`config.mk`:
```
export PLATFORM = sky130hd
export DESIGN_NAME = ex_stage
export DESIGN_NICKNAME = d
export VERILOG_FILES = /design/src/rtl/ex_stage_pkg.sv /design/src/rtl/ex_stage_div_iter.sv /design/src/rtl/ex_stage.sv
export SDC_FILE = /design/constraint.sdc
export NUM_CORES = 2
export LEC_CHECK = 0
export BUFFER_PORTS_ARGS = -buffer_cell sky130_fd_sc_hd__buf_2
export CELL_PAD_IN_SITES_DETAIL_PLACEMENT = 0
export CELL_PAD_IN_SITES_GLOBAL_PLACEMENT = 1
export CORE_UTILIZATION = 53
export CTS_CLUSTER_DIAMETER = 200
export DETAILED_ROUTE_END_ITERATION = 10
export GPL_TIMING_DRIVEN = 0
export PLACE_DENSITY = 0.95
export SLEW_MARGIN = 5
export SYNTH_ARGS = -nofsm -noshare
export SYNTH_HDL_FRONTEND = slang
export SYNTH_SLANG_ARGS = --single-unit
```
`constraint.sdc`:
```
create_clock -name clk -period 18.6 [get_ports clk]
set_input_delay 0.93 -clock clk [delete_from_list [all_inputs] [get_ports clk]]
set_output_delay 0.93 -clock clk [all_outputs]
set_load 0.02 [all_outputs]
```
`src/rtl/ex_stage_pkg.sv`:
```
// Shared encodings for the execute stage: ALU/M-extension opcodes, result
// selects, forwarding sources and divider FSM states.
package ex_stage_pkg;

    typedef enum logic [3:0] {
        ALU_ADD   = 4'd0,
        ALU_SUB   = 4'd1,
        ALU_AND   = 4'd2,
        ALU_OR    = 4'd3,
        ALU_XOR   = 4'd4,
        ALU_SLL   = 4'd5,
        ALU_SRL   = 4'd6,
        ALU_SRA   = 4'd7,
        ALU_SLT   = 4'd8,
        ALU_SLTU  = 4'd9,
        ALU_PASSB = 4'd10
    } alu_op_e;

    typedef enum logic [2:0] {
        MD_MUL    = 3'd0,
        MD_MULH   = 3'd1,
        MD_MULHSU = 3'd2,
        MD_MULHU  = 3'd3,
        MD_DIV    = 3'd4,
        MD_DIVU   = 3'd5,
        MD_REM    = 3'd6,
        MD_REMU   = 3'd7
    } muldiv_op_e;

    typedef enum logic [1:0] {
        RES_ALU  = 2'b00,
        RES_MEM  = 2'b01,
        RES_LINK = 2'b10
    } result_src_e;

    typedef enum logic [1:0] {
        FWD_NONE  = 2'd0,
        FWD_EXMEM = 2'd1,
        FWD_MEMWB = 2'd2
    } fwd_sel_e;

    typedef enum logic [1:0] {
        DIV_IDLE = 2'd0,
        DIV_BUSY = 2'd1,
        DIV_DONE = 2'd2
    } div_state_e;

    // Loads sitting in EX/MEM have no data yet, so they never match here.
    function automatic fwd_sel_e fwd_select(
        input logic       en,
        input logic [4:0] rs,
        input logic       ex_we,
        input logic [4:0] ex_rd,
        input logic [1:0] ex_src,
        input logic       wb_we,
        input logic [4:0] wb_rd
    );
        fwd_sel_e sel;
        sel = FWD_NONE;
        if (en && ex_we && (ex_rd != 5'd0) && (ex_rd == rs) && (ex_src != RES_MEM))
            sel = FWD_EXMEM;
        else if (en && wb_we && (wb_rd != 5'd0) && (wb_rd == rs))
            sel = FWD_MEMWB;
        return sel;
    endfunction

endpackage

```
`src/rtl/ex_stage_div_iter.sv`:
```
// Unsigned restoring divider core: one quotient bit per cycle, XLEN steps,
// done pulses combinationally during the final step.
module ex_stage_div_iter #(
    parameter int unsigned XLEN = 32
) (
    input  logic            clk,
    input  logic            reset_n,
    input  logic            start,
    input  logic            abort,
    input  logic [XLEN-1:0] dividend,
    input  logic [XLEN-1:0] divisor,
    output logic            done,
    output logic [XLEN-1:0] quotient,
    output logic [XLEN-1:0] remainder
);
    localparam int unsigned CW = $clog2(XLEN);

    logic            busy_q, busy_d;
    logic [CW-1:0]   cnt_q, cnt_d;
    logic [XLEN-1:0] quot_q, quot_d;
    logic [XLEN-1:0] rem_q, rem_d;
    logic [XLEN-1:0] dvsr_q, dvsr_d;
    logic [XLEN:0]   partial;

    always_comb begin
        busy_d  = busy_q;
        cnt_d   = cnt_q;
        quot_d  = quot_q;
        rem_d   = rem_q;
        dvsr_d  = dvsr_q;
        partial = {rem_q, quot_q[XLEN-1]};
        done    = busy_q && (cnt_q == CW'(XLEN-1)) && !abort;
        if (abort) begin
            busy_d = 1'b0;
        end else if (start) begin
            busy_d = 1'b1;
            cnt_d  = '0;
            quot_d = dividend;
            rem_d  = '0;
            dvsr_d = divisor;
        end else if (busy_q) begin
            if (partial >= {1'b0, dvsr_q}) begin
                rem_d  = XLEN'(partial - {1'b0, dvsr_q});
                quot_d = {quot_q[XLEN-2:0], 1'b1};
            end else begin
                rem_d  = partial[XLEN-1:0];
                quot_d = {quot_q[XLEN-2:0], 1'b0};
            end
            cnt_d = cnt_q + CW'(1);
            if (cnt_q == CW'(XLEN-1))
                busy_d = 1'b0;
        end
    end

    always_ff @(posedge clk or negedge reset_n) begin
        if (!reset_n) begin
            busy_q <= 1'b0;
            cnt_q  <= '0;
            quot_q <= '0;
            rem_q  <= '0;
            dvsr_q <= '0;
        end else begin
            busy_q <= busy_d;
            cnt_q  <= cnt_d;
            quot_q <= quot_d;
            rem_q  <= rem_d;
            dvsr_q <= dvsr_d;
        end
    end

    assign quotient  = quot_q;
    assign remainder = rem_q;

endmodule

```
`src/rtl/ex_stage.sv`:
```
// Execute stage: operand forwarding, ALU, single-cycle multiply, iterative
// divide with front-end stall, and the EX/MEM pipeline register.
module ex_stage
    import ex_stage_pkg::*;
#(
    parameter bit          FWD_EN = 1'b1,
    parameter int unsigned XLEN   = 32
) (
    input  logic            clk,
    input  logic            reset_n,
    input  logic            flush,
    input  logic [XLEN-1:0] id_ex_pc,
    input  logic [XLEN-1:0] id_ex_rs1_val,
    input  logic [XLEN-1:0] id_ex_rs2_val,
    input  logic [XLEN-1:0] id_ex_imm,
    input  logic [4:0]      id_ex_rs1,
    input  logic [4:0]      id_ex_rs2,
    input  logic [4:0]      id_ex_rd,
    input  logic [3:0]      id_ex_ALUControl,
    input  logic            id_ex_ALUSrc,
    input  logic            id_ex_MulDiv,
    input  logic [2:0]      id_ex_MulDivOp,
    input  logic            id_ex_RegWrite,
    input  logic            id_ex_MemRead,
    input  logic            id_ex_MemWrite,
    input  logic [1:0]      id_ex_ResultSrc,
    input  logic [4:0]      wb_rd,
    input  logic            wb_RegWrite,
    input  logic [XLEN-1:0] wb_result,
    output logic            ex_busy,
    output logic [XLEN-1:0] ex_mem_alu_result,
    output logic [XLEN-1:0] ex_mem_store_val,
    output logic [XLEN-1:0] ex_mem_link_val,
    output logic [4:0]      ex_mem_rd,
    output logic            ex_mem_RegWrite,
    output logic            ex_mem_MemRead,
    output logic            ex_mem_MemWrite,
    output logic [1:0]      ex_mem_ResultSrc
);
    div_state_e      state_q, state_d;
    logic            q_neg_q, q_neg_d, r_neg_q, r_neg_d, div0_q, div0_d;
    logic [XLEN-1:0] alu_res_q, alu_res_d, store_q, store_d, link_q, link_d;
    logic [4:0]      rd_q, rd_d;
    logic            regwrite_q, regwrite_d, memread_q, memread_d, memwrite_q, memwrite_d;
    logic [1:0]      res_src_q, res_src_d;

    logic [XLEN-1:0]   rs1_fwd, rs2_fwd, op_b, exmem_fwd_val, alu_out, mul_out, div_out;
    logic [XLEN-1:0]   div_a, div_b, div_quot, div_rem;
    logic [2*XLEN-1:0] mul_a, mul_b, prod;
    logic              is_div, signed_div, a_neg, b_neg, busy, div_start, div_abort, div_done;
    fwd_sel_e          sel_a, sel_b;

    always_comb begin
        exmem_fwd_val = (res_src_q == RES_LINK) ? link_q : alu_res_q;
        sel_a = fwd_select(FWD_EN, id_ex_rs1, regwrite_q, rd_q, res_src_q, wb_RegWrite, wb_rd);
        sel_b = fwd_select(FWD_EN, id_ex_rs2, regwrite_q, rd_q, res_src_q, wb_RegWrite, wb_rd);
        case (sel_a)
            FWD_EXMEM: rs1_fwd = exmem_fwd_val;
            FWD_MEMWB: rs1_fwd = wb_result;
            default:   rs1_fwd = id_ex_rs1_val;
        endcase
        case (sel_b)
            FWD_EXMEM: rs2_fwd = exmem_fwd_val;
            FWD_MEMWB: rs2_fwd = wb_result;
            default:   rs2_fwd = id_ex_rs2_val;
        endcase
        op_b = id_ex_ALUSrc ? id_ex_imm : rs2_fwd;
    end

    always_comb begin
        case (alu_op_e'(id_ex_ALUControl))
            ALU_ADD:   alu_out = rs1_fwd + op_b;
            ALU_SUB:   alu_out = rs1_fwd - op_b;
            ALU_AND:   alu_out = rs1_fwd & op_b;
            ALU_OR:    alu_out = rs1_fwd | op_b;
            ALU_XOR:   alu_out = rs1_fwd ^ op_b;
            ALU_SLL:   alu_out = rs1_fwd << op_b[4:0];
            ALU_SRL:   alu_out = rs1_fwd >> op_b[4:0];
            ALU_SRA:   alu_out = XLEN'($signed(rs1_fwd) >>> op_b[4:0]);
            ALU_SLT:   alu_out = {{(XLEN-1){1'b0}}, ($signed(rs1_fwd) < $signed(op_b))};
            ALU_SLTU:  alu_out = {{(XLEN-1){1'b0}}, (rs1_fwd < op_b)};
            ALU_PASSB: alu_out = op_b;
            default:   alu_out = '0;
        endcase
    end

    // One 2*XLEN multiplier; operands are sign- or zero-extended per op.
    always_comb begin
        mul_a   = {{XLEN{((id_ex_MulDivOp == MD_MULH) || (id_ex_MulDivOp == MD_MULHSU))
                          && rs1_fwd[XLEN-1]}}, rs1_fwd};
        mul_b   = {{XLEN{(id_ex_MulDivOp == MD_MULH) && rs2_fwd[XLEN-1]}}, rs2_fwd};
        prod    = mul_a * mul_b;
        mul_out = (id_ex_MulDivOp == MD_MUL) ? prod[XLEN-1:0] : prod[2*XLEN-1:XLEN];
    end

    always_comb begin
        is_div     = id_ex_MulDiv && id_ex_MulDivOp[2];
        signed_div = !id_ex_MulDivOp[0];
        a_neg      = signed_div && rs1_fwd[XLEN-1];
        b_neg      = signed_div && rs2_fwd[XLEN-1];
        div_a      = a_neg ? -rs1_fwd : rs1_fwd;
        div_b      = b_neg ? -rs2_fwd : rs2_fwd;
        if (id_ex_MulDivOp[1])
            div_out = r_neg_q ? -div_rem : div_rem;
        else if (div0_q)
            div_out = '1;
        else
            div_out = q_neg_q ? -div_quot : div_quot;
    end

    ex_stage_div_iter #(.XLEN(XLEN)) u_div (
        .clk       (clk),
        .reset_n   (reset_n),
        .start     (div_start),
        .abort     (div_abort),
        .dividend  (div_a),
        .divisor   (div_b),
        .done      (div_done),
        .quotient  (div_quot),
        .remainder (div_rem)
    );

    always_comb begin
        state_d   = state_q;
        q_neg_d   = q_neg_q;
        r_neg_d   = r_neg_q;
        div0_d    = div0_q;
        div_start = 1'b0;
        div_abort = 1'b0;
        busy      = 1'b0;
        case (state_q)
            DIV_IDLE: begin
                if (is_div && !flush) begin
                    div_start = 1'b1;
                    busy      = 1'b1;
                    q_neg_d   = a_neg ^ b_neg;
                    r_neg_d   = a_neg;
                    div0_d    = (rs2_fwd == '0);
                    state_d   = DIV_BUSY;
                end
            end
            DIV_BUSY: begin
                if (flush) begin
                    div_abort = 1'b1;
                    state_d   = DIV_IDLE;
                end else begin
                    busy = 1'b1;
                    if (div_done)
                        state_d = DIV_DONE;
                end
            end
            DIV_DONE: begin
                div_abort = flush;
                state_d   = DIV_IDLE;
            end
            default: state_d = DIV_IDLE;
        endcase
    end

    // Bubbles clear only the controls and rd; data fields keep their last value.
    always_comb begin
        alu_res_d  = alu_res_q;
        store_d    = store_q;
        link_d     = link_q;
        rd_d       = rd_q;
        regwrite_d = regwrite_q;
        memread_d  = memread_q;
        memwrite_d = memwrite_q;
        res_src_d  = res_src_q;
        if (flush || busy) begin
            rd_d       = '0;
            regwrite_d = 1'b0;
            memread_d  = 1'b0;
            memwrite_d = 1'b0;
        end else begin
            rd_d       = id_ex_rd;
            regwrite_d = id_ex_RegWrite;
            memread_d  = id_ex_MemRead;
            memwrite_d = id_ex_MemWrite;
            res_src_d  = id_ex_ResultSrc;
            store_d    = rs2_fwd;
            link_d     = id_ex_pc + XLEN'(4);
            if (state_q == DIV_DONE)
                alu_res_d = div_out;
            else
                alu_res_d = id_ex_MulDiv ? mul_out : alu_out;
        end
    end

    always_ff @(posedge clk or negedge reset_n) begin
        if (!reset_n) begin
            state_q    <= DIV_IDLE;
            q_neg_q    <= 1'b0;
            r_neg_q    <= 1'b0;
            div0_q     <= 1'b0;
            alu_res_q  <= '0;
            store_q    <= '0;
            link_q     <= '0;
            rd_q       <= '0;
            regwrite_q <= 1'b0;
            memread_q  <= 1'b0;
            memwrite_q <= 1'b0;
            res_src_q  <= '0;
        end else begin
            state_q    <= state_d;
            q_neg_q    <= q_neg_d;
            r_neg_q    <= r_neg_d;
            div0_q     <= div0_d;
            alu_res_q  <= alu_res_d;
            store_q    <= store_d;
            link_q     <= link_d;
            rd_q       <= rd_d;
            regwrite_q <= regwrite_d;
            memread_q  <= memread_d;
            memwrite_q <= memwrite_d;
            res_src_q  <= res_src_d;
        end
    end

    assign ex_busy           = reset_n && busy;
    assign ex_mem_alu_result = alu_res_q;
    assign ex_mem_store_val  = store_q;
    assign ex_mem_link_val   = link_q;
    assign ex_mem_rd         = rd_q;
    assign ex_mem_RegWrite   = regwrite_q;
    assign ex_mem_MemRead    = memread_q;
    assign ex_mem_MemWrite   = memwrite_q;
    assign ex_mem_ResultSrc  = res_src_q;

endmodule

```
==> reports/qor.yml <==
route:
  drtAntennaViolNets: 0
  num_vias: 64738
  first_pass_iters: 10
  vias_per_cell: 6.78
  drc: 0
  drt-initial-drc-count: 9893
  post_drt_wl_per_cell_um: 35.2
  drt-total-wl_um: 336000
worst_setup_path:
  cp_slowest_stage_delay_ps: 1080
  slowest_stage: "nor3_4"
  critical_path_class: "primary input to register"
  critPathCaptureType: "register"
  r2r_cells: 39
  cpMostUsedCell: "fa_1"
  crit_path_start_kind: "primary input"
  cp.required_ps: 19170
  worstPathMaxFanout: 10
  crit_arrival_ps: 16650
layout:
  drive_gt1_frac: 0.0763
  nets: 9651
  instances_no_fill: 9554
  multi_input_area_mm2: 0.0507
  regArea_mm2: 0.00533
  fillCellCount: 10817
  area_growth_pct: 7.60
global_route:
  grtUsageTotal: 0.560
  grt_pass1_vias: 63070
  grt_max_degree: 97
  antenna_found_initial: 49
  grt_overflow: 0
  grt_pass1_wl_um: 470000
sta:
  worst_slew_pin_slew_ps: 1650
  setup_tns_ps: 0
  worst_slack_ps: 2510
  min_period_ps: 16090
  slew_viol_final: 175
  fmax_ghz: 0.0622
  rsz0062_at_grt: "no"
  setup_viol: 0
  slew-limit-headroom: -0.108
  final.period_utilization: 0.865
  skew_ps: 59.1
  hold_viol: 0
yosys:
  postSynth.asyncResetShare: 1.00
  synth-simple-area-share: 0.162
  synth_edf_count: 0
  ys.flop_type: "dfrtp_1"
  synth_xor_xnor_area_share: 0.0388
  yosysWarnings: 0
  netlist_area_mm2: 0.0625
  syn-num-nets: 9302
  synth_top_family_by_area: "adder cells"
  synth_fa_ha_area_frac: 0.431
  yosys.area.top_type: "fa_1"
  ys_ff_latch: 213
  synth_top_cells_by_area: "fa_1 36%, dfrtp_1 8.5%, inv_1 7.4%, ha_1 7.0%, nand2_1 6.6%"
  synth_compound_area_frac: 0.153
  syn_inst: 7625
  ys_types: 113
  synthMuxAreaShare: 0.0224
  synth_top_area_frac: 0.361
  ys_seq_area_frac: 0.0853
  avgSynthCellArea_um2: 8.20
clock_tree:
  htreeDepth: 1
  tritoncts: "yes"
  clock_path_buffers: 3
  cts_resized: 0
  numCtsBuffers: 22
  clk_latency_ps: 630
  clk_pin_slew_ps: 90
  cts_hold_buf: 0
  post_cts_buffers: 0
  cts_root_buffer: "clkbuf_16"
  clkSinkCount: 213
place:
  preCtsSetupSlack_ps: 2680
  gp_congestion: 1.21
  io_buffers: 302
  dp_hpwl_um: 271000
  placedCellCount: 9471
floorplanning:
  dieArea_mm2: 0.119
  num_rows: 125
  coreArea_mm2: 0.117
  die_y_um: 345
  io_pins: 305
  die_x_um: 345
  start_util: 0.537
worst_hold_path:
  hold_class: "primary input to asynchronous set/reset pin"
outcome:
  outcome: "finished, violations left"
  violations: "capacitance limit, slew limit"
job:
  drv_cap: 19
==> cells by family (layout without fill, tap and decap cells) <==
family,count (synthesis),in the layout
AND/OR/NAND/NOR,2332,2332
buffers and inverters,1736,2097
adder cells (fa/ha/maj),1479,1479
AO/OA/AOI/OAI,1457,1457
XOR/XNOR,277,277
flip-flops,213,213
multiplexers,131,131
other,0,44
==> Yosys cell counts (96+ instances only) <==
master,number
nor2_1,643
clkbuf_1,344
a21oi_1,284
xor2_1,125
ha_1,351
xnor2_1,152
nand3_1,144
mux2i_1,96
fa_1,1128
inv_1,1230
o21ai_0,364
dfrtp_1,213
nand2_1,1106
==> critical path, delay by kind of cell <==
family | cells | cell delay (ps)
AOI/OAI and AO/OA | 6 | 1910
and+or+nand+nor | 10 | 4060
adders and majority gates | 9 | 4820
buffers and inverters | 14 | 3910
xor gates and xnor gates | 2 | 990
==> sequential cells by signal, indices dropped and copies added (netlist names), 2 cells and up <==
name and cells:
u_div.quotient 32, state_q 2, u_div.remainder 32, ex_mem_store_val 32, ex_mem_ResultSrc 2, ex_mem_alu_result 32
ex_mem_link_val 32, u_div.dvsr_q 32, ex_mem_rd 5, u_div.cnt_q 5
==> area by class of cell <==
| cell class | instances | share of cell area |
|---|---|---|
| clock inverter | 7 | 0.00121 |
| buffer | 491 | 0.0301 |
| inverter | 1245 | 0.0695 |
| multi-input combinational | 5676 | 0.753 |
| clock buffer | 29 | 0.00887 |
| timing repair buffer | 325 | 0.0278 |
| antenna | 44 | 0.00164 |
| sequential | 213 | 0.0792 |
| tap | 1524 | 0.0283 |
==> cell usage in the layout, fill, tap and decap left out, types with 60 or more instances in the layout <==
cell type | synthesis | final
a21oi_1 | 284 | 283
a22oi_1 | 71 | 71
and3_1 | 60 | 60
buf_1 | 76 | 74
buf_2 | 58 | 359
clkbuf_1 | 344 | 315
dfrtp_1 | 213 | 213
fa_1 | 1128 | 1128
ha_1 | 351 | 351
inv_1 | 1230 | 1230
mux2i_1 | 96 | 94
nand2_1 | 1106 | 1106
nand3_1 | 144 | 144
nor2_1 | 643 | 638
nor3_1 | 81 | 80
o21ai_0 | 364 | 359
xnor2_1 | 152 | 152
xor2_1 | 125 | 125
==> per-layer routing <==
layer	vias to the layer above	global-route usage	wire length, um
met5	-	0.0112	437
met4	34	0.505	40000
met3	1814	0.286	56500
met2	5945	0.761	130000
met1	31617	0.635	109000
li1	25328	-	-
==> final timing paths <==
path                                startpoint                     to  slack (ps)
hold reg to reg            ex_mem_store_val[8]    ex_mem_store_val[8]         480
max in group asynchronous              reset_n  ex_mem_alu_result[20]       17120
setup / recovery                  id_ex_rs1[3]  ex_mem_alu_result[29]        2510
min in group clk           ex_mem_store_val[8]    ex_mem_store_val[8]         480
hold / removal                         reset_n       u_div.dvsr_q[14]         270
setup reg to reg           ex_mem_ResultSrc[1]  ex_mem_alu_result[29]        3070
==> through the flow <==
stage	util	instance area (um2)	hold WS, ps
floorplan	-	62500	450
global placement	0.566	65900	457
detailed placement	0.570	66400	462
CTS	0.576	67100	302
global route	0.577	67200	316
finish	0.577	67300	271
Power is left out: the tool's default activity adds up to more than one toggle a clock period on the data nets, which glitch-free logic cannot reach.
